==> src/rtl/fp_pkg.sv <==
// Shared floating-point types, default widths, flag indices and operand classification.
package fp_pkg;

    localparam int DEF_EXP_W = 8;
    localparam int DEF_MAN_W = 7;
    localparam int BIAS      = 2 ** (DEF_EXP_W - 1) - 1;
    localparam int W         = 1 + DEF_EXP_W + DEF_MAN_W;

    typedef enum logic [2:0] {
        ZERO,
        NORM,
        INF,
        QNAN,
        SNAN
    } fp_class_e;

    localparam int FLG_NV = 3;
    localparam int FLG_OF = 2;
    localparam int FLG_UF = 1;
    localparam int FLG_NX = 0;

    // Subnormals land in ZERO (denormals-are-zero).
    function automatic fp_class_e fp_classify(
        input logic exp_zero,
        input logic exp_ones,
        input logic frac_zero,
        input logic quiet
    );
        if (exp_zero) return ZERO;
        if (!exp_ones) return NORM;
        if (frac_zero) return INF;
        if (quiet) return QNAN;
        return SNAN;
    endfunction

endpackage

==> src/rtl/fp_round_norm.sv <==
// Normalise, round and range-check a raw significand product (shared with the adder).
module fp_round_norm
    import fp_pkg::*;
#(
    parameter int EXP_W = DEF_EXP_W,
    parameter int MAN_W = DEF_MAN_W
) (
    input  logic [2*MAN_W+1:0]      prod,
    input  logic signed [EXP_W+1:0] esum,
    input  logic                    sign,
    input  logic                    rnd_mode,
    output logic [EXP_W+MAN_W:0]    result,
    output logic [3:0]              flags
);

    localparam logic signed [EXP_W+1:0] E_MAX =
        (EXP_W + 2)'(2 ** EXP_W - 1);

    logic                    norm;
    logic                    g;
    logic                    s;
    logic                    inc;
    logic                    carry;
    logic [MAN_W-1:0]        frac;
    logic [MAN_W-1:0]        frac_r;
    logic signed [EXP_W+1:0] e_n;
    logic signed [EXP_W+1:0] e_f;

    always_comb begin
        norm = prod[2*MAN_W+1];
        frac = norm ? prod[2*MAN_W:MAN_W+1] : prod[2*MAN_W-1:MAN_W];
        g    = norm ? prod[MAN_W] : prod[MAN_W-1];
        s    = norm ? |prod[MAN_W-1:0] : |prod[MAN_W-2:0];
        inc  = !rnd_mode & g & (s | frac[0]);

        // A carry out leaves frac_r at zero, which is the renormalised fraction.
        {carry, frac_r} = {1'b0, frac} + (MAN_W + 1)'(inc);
        e_n = esum + $signed((EXP_W + 2)'(norm));
        e_f = e_n + $signed((EXP_W + 2)'(carry));

        flags         = '0;
        flags[FLG_NX] = g | s;
        result        = {sign, e_f[EXP_W-1:0], frac_r};

        if (e_f >= E_MAX) begin
            result        = {sign, {EXP_W{1'b1}}, {MAN_W{1'b0}}};
            flags[FLG_OF] = 1'b1;
            flags[FLG_NX] = 1'b1;
        end else if (e_f[EXP_W+1] || e_f == '0) begin
            result        = {sign, {(EXP_W + MAN_W){1'b0}}};
            flags[FLG_UF] = 1'b1;
            flags[FLG_NX] = 1'b1;
        end
    end

endmodule

==> src/rtl/fp_mul_pipe.sv <==
// Three-stage pipelined floating-point multiplier with global-stall flow control.
module fp_mul_pipe
    import fp_pkg::*;
#(
    parameter int EXP_W = DEF_EXP_W,
    parameter int MAN_W = DEF_MAN_W,
    parameter int TAG_W = 4
) (
    input  logic                   clk,
    input  logic                   rst_n,
    input  logic                   in_valid,
    output logic                   in_ready,
    input  logic [EXP_W+MAN_W:0]   a_op,
    input  logic [EXP_W+MAN_W:0]   b_op,
    input  logic [TAG_W-1:0]       in_tag,
    input  logic                   rnd_mode,
    output logic                   out_valid,
    input  logic                   out_ready,
    output logic [EXP_W+MAN_W:0]   result,
    output logic [TAG_W-1:0]       out_tag,
    output logic [3:0]             flags
);

    localparam int WID = 1 + EXP_W + MAN_W;
    localparam int PW  = 2 * MAN_W + 2;
    localparam logic signed [EXP_W+1:0] EBIAS =
        (EXP_W + 2)'(2 ** (EXP_W - 1) - 1);
    localparam logic [WID-1:0] QNAN_W =
        {1'b0, {EXP_W{1'b1}}, 1'b1, {(MAN_W - 1){1'b0}}};

    logic advance;

    logic             sa;
    logic             sb;
    logic [EXP_W-1:0] ea;
    logic [EXP_W-1:0] eb;
    logic [MAN_W-1:0] fa;
    logic [MAN_W-1:0] fb;
    fp_class_e        ca;
    fp_class_e        cb;

    logic                    sign_d;
    logic signed [EXP_W+1:0] esum_d;
    logic                    is_nan;
    logic                    inf_zero;
    logic                    spec_d;
    logic                    nv_d;
    logic [WID-1:0]          spec_res_d;

    logic                    s1_valid;
    logic                    s1_sign;
    logic signed [EXP_W+1:0] s1_esum;
    logic [MAN_W:0]          s1_siga;
    logic [MAN_W:0]          s1_sigb;
    logic                    s1_spec;
    logic                    s1_nv;
    logic [WID-1:0]          s1_spec_res;
    logic                    s1_rnd;
    logic [TAG_W-1:0]        s1_tag;

    logic                    s2_valid;
    logic                    s2_sign;
    logic signed [EXP_W+1:0] s2_esum;
    logic [PW-1:0]           s2_prod;
    logic                    s2_spec;
    logic                    s2_nv;
    logic [WID-1:0]          s2_spec_res;
    logic                    s2_rnd;
    logic [TAG_W-1:0]        s2_tag;

    logic [WID-1:0] rn_result;
    logic [3:0]     rn_flags;

    assign advance  = !out_valid | out_ready;
    assign in_ready = advance;

    assign {sa, ea, fa} = a_op;
    assign {sb, eb, fb} = b_op;

    assign ca = fp_classify(ea == '0, &ea, fa == '0, fa[MAN_W-1]);
    assign cb = fp_classify(eb == '0, &eb, fb == '0, fb[MAN_W-1]);

    assign sign_d = sa ^ sb;
    assign esum_d = $signed({2'b00, ea}) + $signed({2'b00, eb}) - EBIAS;

    // NaN outranks inf*0, which outranks inf, which outranks zero.
    always_comb begin
        spec_d     = 1'b0;
        nv_d       = 1'b0;
        spec_res_d = '0;
        is_nan     = (ca == QNAN) | (ca == SNAN) |
                     (cb == QNAN) | (cb == SNAN);
        inf_zero   = ((ca == INF) & (cb == ZERO)) |
                     ((ca == ZERO) & (cb == INF));
        if (is_nan | inf_zero) begin
            spec_d     = 1'b1;
            spec_res_d = QNAN_W;
            nv_d       = inf_zero | (ca == SNAN) | (cb == SNAN);
        end else if ((ca == INF) | (cb == INF)) begin
            spec_d     = 1'b1;
            spec_res_d = {sign_d, {EXP_W{1'b1}}, {MAN_W{1'b0}}};
        end else if ((ca == ZERO) | (cb == ZERO)) begin
            spec_d     = 1'b1;
            spec_res_d = {sign_d, {(EXP_W + MAN_W){1'b0}}};
        end
    end

    fp_round_norm #(
        .EXP_W(EXP_W),
        .MAN_W(MAN_W)
    ) u_round (
        .prod    (s2_prod),
        .esum    (s2_esum),
        .sign    (s2_sign),
        .rnd_mode(s2_rnd),
        .result  (rn_result),
        .flags   (rn_flags)
    );

    always_ff @(posedge clk or negedge rst_n) begin
        if (!rst_n) begin
            s1_valid    <= 1'b0;
            s1_sign     <= 1'b0;
            s1_esum     <= '0;
            s1_siga     <= '0;
            s1_sigb     <= '0;
            s1_spec     <= 1'b0;
            s1_nv       <= 1'b0;
            s1_spec_res <= '0;
            s1_rnd      <= 1'b0;
            s1_tag      <= '0;
            s2_valid    <= 1'b0;
            s2_sign     <= 1'b0;
            s2_esum     <= '0;
            s2_prod     <= '0;
            s2_spec     <= 1'b0;
            s2_nv       <= 1'b0;
            s2_spec_res <= '0;
            s2_rnd      <= 1'b0;
            s2_tag      <= '0;
            out_valid   <= 1'b0;
            result      <= '0;
            out_tag     <= '0;
            flags       <= '0;
        end else if (advance) begin
            s1_valid    <= in_valid;
            s1_sign     <= sign_d;
            s1_esum     <= esum_d;
            s1_siga     <= {1'b1, fa};
            s1_sigb     <= {1'b1, fb};
            s1_spec     <= spec_d;
            s1_nv       <= nv_d;
            s1_spec_res <= spec_res_d;
            s1_rnd      <= rnd_mode;
            s1_tag      <= in_tag;

            s2_valid    <= s1_valid;
            s2_sign     <= s1_sign;
            s2_esum     <= s1_esum;
            s2_prod     <= s1_siga * s1_sigb;
            s2_spec     <= s1_spec;
            s2_nv       <= s1_nv;
            s2_spec_res <= s1_spec_res;
            s2_rnd      <= s1_rnd;
            s2_tag      <= s1_tag;

            out_valid   <= s2_valid;
            result      <= s2_spec ? s2_spec_res : rn_result;
            flags       <= s2_spec ? {s2_nv, 3'b000} : rn_flags;
            out_tag     <= s2_tag;
        end
    end

endmodule

==> config.mk <==
export PLATFORM = sky130hd
export DESIGN_NAME = fp_mul_pipe
export DESIGN_NICKNAME = d
export VERILOG_FILES = /design/src/rtl/fp_pkg.sv /design/src/rtl/fp_round_norm.sv /design/src/rtl/fp_mul_pipe.sv
export SDC_FILE = /design/constraint.sdc
export NUM_CORES = 1
export LEC_CHECK = 0
export BUFFER_PORTS_ARGS = -buffer_cell sky130_fd_sc_hd__buf_2
export CORE_UTILIZATION = 51
export CTS_BUF_LIST = sky130_fd_sc_hd__clkbuf_2 sky130_fd_sc_hd__clkbuf_4 sky130_fd_sc_hd__clkbuf_8
export DETAILED_ROUTE_END_ITERATION = 10
export PLACE_DENSITY = 0.7
export SLEW_MARGIN = 30
export SYNTH_ARGS = -nofsm -noshare
export SYNTH_HDL_FRONTEND = slang
export SYNTH_SLANG_ARGS = --single-unit
==> constraint.sdc <==
create_clock -name clk -period 7.8 [get_ports clk]
set_clock_uncertainty 0.1 [all_clocks]
set_input_delay 1.56 -clock clk [delete_from_list [all_inputs] [get_ports clk]]
set_output_delay 1.56 -clock clk [all_outputs]
set_load 0.005 [all_outputs]
== Yosys cells after proc, flatten, opt, wreduce, memory -nomap -nowiden ==
Index checks and enable logic that the tools add are counted.

* Logic and storage cells: 121
* Output and inout port bits: 26
* Input port bits: 41
* Register bits after elaboration: 127

* Mux-type cells: 54
* Reduce and logical (&&, ||, !) cells: 14
* Eq/ne operators: 6
* $mul: 1
* Order comparisons: 1
* Bitwise logic cells: 17
* Add/sub/neg operators: 5

{| class="wikitable"
|+ Operators with widths
! operator !! number
|-
| $mux W16 || 4
|-
| $mux W3 || 16
|-
| $mux W15 || 2
|-
| $mux W1 || 29
|-
| $add A10 B2 Y10 || 2
|-
| $logic_not A8 Y1 || 2
|-
| $mul A8 B8 Y16 || 1
|-
| $reduce_and A8 Y1 || 2
|-
| $logic_not A7 Y1 || 2
|-
| $eq A3 B2 Y1 const B || 4
|-
| $or A1 B1 Y1 || 12
|-
| $ge A10 B9 Y1 const B || 1
|-
| $logic_not A10 Y1 || 1
|-
| $sub A9 B7 Y10 const B || 1
|-
| $add A8 B8 Y9 || 1
|-
| $add A7 B1 Y8 || 1
|-
| $mux W7 || 1
|-
| $reduce_or A7 Y1 || 1
|-
| $eq A3 B3 Y1 const B || 2
|-
| $logic_not A3 Y1 || 2
|-
| $reduce_or A6 Y1 || 1
|-
| $and A1 B1 Y1 || 4
|-
| $mux W4 || 1
|-
| $logic_not A1 Y1 || 2
|-
| 3 further kinds || 3
|}

== Depth between registers and ports, before layout ==
* Depth after elaboration: 18
* Mapped depth: 16

== By module ==
From an unflattened synthesis, not the netlist that was laid out.

* Cell total of the unflattened synthesis: 860
* Area total of the unflattened synthesis: 7367.1 um^2

{| class="wikitable"
|+ By module, submodules not included
! module !! times used !! area each (um^2) !! cells each
|-
| fp_mul_pipe || 1 || 6454.9 || 732
|-
| fp_round_norm || 1 || 912.1 || 128
|}

== Worst setup path after synthesis ==
Ideal clock, no wire load.

* Kind: reg-to-reg
* Start: reg s1_siga[7]
* End: reg s2_prod[15]
* Stages on the path, launching flop included: 15
* Data required time: 7561 ps
* Path slack: 3380 ps
* Setup time: 139 ps
* Arrival: 4182 ps
* Cells stage by stage: dfrtp_1 > clkbuf_1 > and2_1 > fa_1 > fa_1 > fa_1 > inv_1 > fa_1 > inv_1 > ha_1 > nor2_1 > or2_2 > o41ai_1 > xnor2_1 > a21oi_1

* Cells in the longest elaborated chain, start to end: 1

{| class="wikitable"
|+ RTL lines
! element !! RTL line !! source
|-
| from (decl) || fp_mul_pipe.sv:53 || <nowiki>logic [MAN_W:0] s1_siga;</nowiki>
|-
| from (signal assigned) || fp_mul_pipe.sv:149 || <nowiki>s1_siga <= {1'b1, fa};</nowiki>
|-
| $mul A8 B8 Y16 || fp_mul_pipe.sv:160 || <nowiki>s2_prod <= s1_siga * s1_sigb;</nowiki>
|-
| to (signal assigned) || fp_mul_pipe.sv:160 ||
|-
| to (decl) || fp_mul_pipe.sv:64 || <nowiki>logic [PW-1:0] s2_prod;</nowiki>
|}

Every way passes these cells.
A chain may end at the register's enable or synchronous reset.

== Final worst setup path ==
Ends and elaborated chain as after synthesis.

==> results.sh <==
export IMPL_ys_types=56
export IMPL_min_delay_start="s1_esum[2]"
export IMPL_tightest_slew_ns=0.923
export IMPL_worst_path_buf_inv=2
export IMPL_portBuffers=66
export IMPL_powerDensity_mw_per_mm2=474
export IMPL_fillers=1252
export IMPL_synth_edf_count=0
export IMPL_wl_per_cell_um=14.5
export IMPL_hp_class="reg -> reg"
export IMPL_setup_tns_final_ns=0
export IMPL_vias_per_cell=5.40
export IMPL_setup_violations=0
export IMPL_grt_antenna_before_repair=0
export IMPL_syn_cell_area_mm2=0.00707
export IMPL_crit_path_max_incr_delay_ns=0.55
export IMPL_detail_route_first_pass_iterations=5
export IMPL_fin_nets=985
export IMPL_crit_family="adder cells"
export IMPL_multiInputGateArea_mm2=0.00419
export IMPL_first_global_vias=5462
export IMPL_cts_tree="built"
export IMPL_synth_nets=934
export IMPL_dp_cells=1017
export IMPL_clock_latency_ns=0.39
export IMPL_dr_total_vias=5582
export IMPL_r2r_cells=13
export IMPL_initial_core_util_pct=52.8
export IMPL_ctsHoldBuffers=0
export IMPL_cts_sinks=100
export IMPL_ys_warn_count=0
export IMPL_slew_headroom_pct=38.0
export IMPL_synth_ff_type="dfrtp_1"
export IMPL_timing_rr_start="s1_siga[7]"
export IMPL_worstSetupPathType="reg -> reg"
export IMPL_drive_gt1_share_pct=11.2
export IMPL_drtIter0Drc=379
export IMPL_grt_usage_pct=22.6
export IMPL_hold_depth=2
export IMPL_root_buffer="clkbuf_8"
export IMPL_ioPinCount=67
export IMPL_peakVddDrop_v=0.000355
export IMPL_drc=0
export IMPL_synth_area_per_cell_um2=8.83
export IMPL_fin_crit_sh_pct=59.8
export IMPL_post_dp_hpwl_um=11400
export IMPL_critPathArrivalTime_ns=4.80
export IMPL_diodes=0
export IMPL_cpMostUsedCell="fa_1"
export IMPL_rsz0062_at_grt="no"
export IMPL_core_area_mm2=0.0134
export IMPL_slew_violations=0
export IMPL_worstPathCellList="and2_1, fa_1, fa_1, fa_1, inv_1, fa_1, inv_1, ha_1, nor2_1, or2_2, o41ai_1, xnor2_1, a21oi_1"
export IMPL_endpoint_kind="register"
export IMPL_worstSetupStartpointType="register"
export IMPL_row_count=42
export IMPL_ys_seq_area_share_pct=35.4
export IMPL_final_cell_count_no_fill=1033
export IMPL_critPathMaxFanout=16
export IMPL_synthToLayoutAreaGrowth_pct=9.27
export IMPL_fp_dieArea_mm2=0.0143
export IMPL_synth_seq_cells=100
export IMPL_cp_slowest_cell="dfrtp_1"
export IMPL_cp_required_ns=7.93
export IMPL_finalHoldViolations=0
export IMPL_die_h_um=120
export IMPL_ant_nets=0
export IMPL_period_needed_ns=4.67
export IMPL_ff_latch_area_mm2=0.00250
export IMPL_cts_buffers_inserted=9
export IMPL_status="finished, final reports clean"
export IMPL_p_total_mw=3.66
export IMPL_die_w_um=120
export IMPL_grt_max_degree=93
export IMPL_layout_cells_most_common="nand2_1"
export IMPL_clockBufferDepth=2
export IMPL_max_cap_violations=0
export IMPL_grt_pass1_wl_um=26000
export IMPL_clkTransAtPathRegs_ns=0.10
export IMPL_synthArstFlopShare_pct=100
export IMPL_grt_overflow=0
export IMPL_cts_resized=0
export IMPL_postCtsSetupBuffers=0
export IMPL_cts_max_level=3
export IMPL_startpoint="s1_siga[7]"
export IMPL_drt_total_wl_um=15000
export IMPL_leakagePower_nw=3.97
export IMPL_gp_congestion=0.928
export IMPL_layout_common_cells="nand2_1 (208), dfrtp_1 (100), inv_1 (70)"
export IMPL_netlist_instances=801
export IMPL_max_freq_ghz=0.214
export IMPL_cp_num_cells=13
-- final timing paths --
path / slack, ns / end
setup / recovery: 3.13 / s2_prod[15]
hold / removal: 0.36 / s2_esum[2]
setup reg to reg: 3.13 / s2_prod[15]
hold reg to reg: 0.36 / s2_esum[2]
max in group asynchronous: 5.69 / s1_spec
min in group asynchronous: 0.91 / result[1]
-- layer usage --
metal	GRT usage [%]	vias up	share of wire [%]
li1	-	2747	-
met1	31.2	2711	48
met2	36.3	105	47
met3	3.47	19	3.3
met4	7.66	0	1.9
met5	0	-	0
-- metrics by stage --
stage	utilization, %	hold slack (ns)	area [um2]	worst slack, ns
CTS	57.7	0.365	7730	3.12
detailed placement	56.2	0.350	7530	3.14
global placement	56.2	0.340	7530	3.24
global route	57.7	0.398	7730	2.87
finish	57.7	0.365	7730	3.13
floorplan	-	0.330	7070	3.38
-- sequential cells by signal (all words and copies together) (netlist names), 3 cells and up --
signal       cells
result          16
s2_prod         16
s1_esum         10
s2_esum         10
s1_siga          8
s1_sigb          7
flags            4
out_tag          4
s1_tag           4
s2_tag           4
s1_spec_res      3
s2_spec_res      3
-- Yosys cell counts, types with 3 or more instances --
cell        n  share of area [%]
or4_1       5               0.53
a211oi_1    6               0.64
inv_1      71                3.8
or3_1       7               0.62
mux2i_1     6               0.85
nor2_1     35                1.9
and3_1      7               0.62
ha_1       54                9.6
a22o_1      6               0.74
a221o_1     4               0.57
xnor2_1    14                1.7
o21a_1      3               0.32
nor2b_1     3               0.27
o211ai_1    4               0.42
dfrtp_1   100                 35
a21oi_1    30                2.1
o31ai_1     5               0.53
nand4_1     7               0.62
nor3_1     10               0.71
fa_1       38                 11
nand2_1   208                 11
nand2b_1    5               0.44
clkbuf_1   25                1.3
a21o_1      7               0.74
o21ai_0    24                1.7
and2_1     50                4.4
xor2_1     10                1.2
nand3_1    14               0.99
a31oi_1     4               0.35
nor4_1      7               0.62
-- power breakdown --
| part | switching [mW] | leakage [nW] | total (mW) | internal [mW] |
|---|---|---|---|---|
| combinational | 1.36 | 2.65 | 2.41 | 1.06 |
| clock | 0.203 | 0.0964 | 0.328 | 0.124 |
| sequential | 0.197 | 1.22 | 0.922 | 0.725 |
-- layout make-up --
type                       count  area share (%)
clock inverter                 7           0.891
tap                          176            2.85
timing repair buffer          69            4.65
sequential                   100            32.4
inverter                      71            3.45
multi-input combinational    601            54.2
clock buffer                   9            1.60
-- cell families after synthesis --
| group | synth area share, % |
|---|---|
| mux | 0.849 |
| fa+ha+maj | 20.3 |
| xor+xnor | 2.97 |
| compound gates | 10.7 |
| simple gates | 24.3 |
| buf+inv | 5.52 |
| flops | 35.4 |
-- worst register-to-register path, delay by kind of cell (launching register included) --
| family | cells | cell delay [ns] |
|---|---|---|
| AO/OA/AOI/OAI | 2 | 0.50 |
| buffers and inverters | 2 | 0.10 |
| AND/OR/NAND/NOR | 3 | 0.65 |
| XOR/XNOR | 1 | 0.19 |
| adder cells (fa/ha/maj) | 5 | 2.42 |
| flip-flops | 1 | 0.55 |
(Power assumes the default switching activity.)
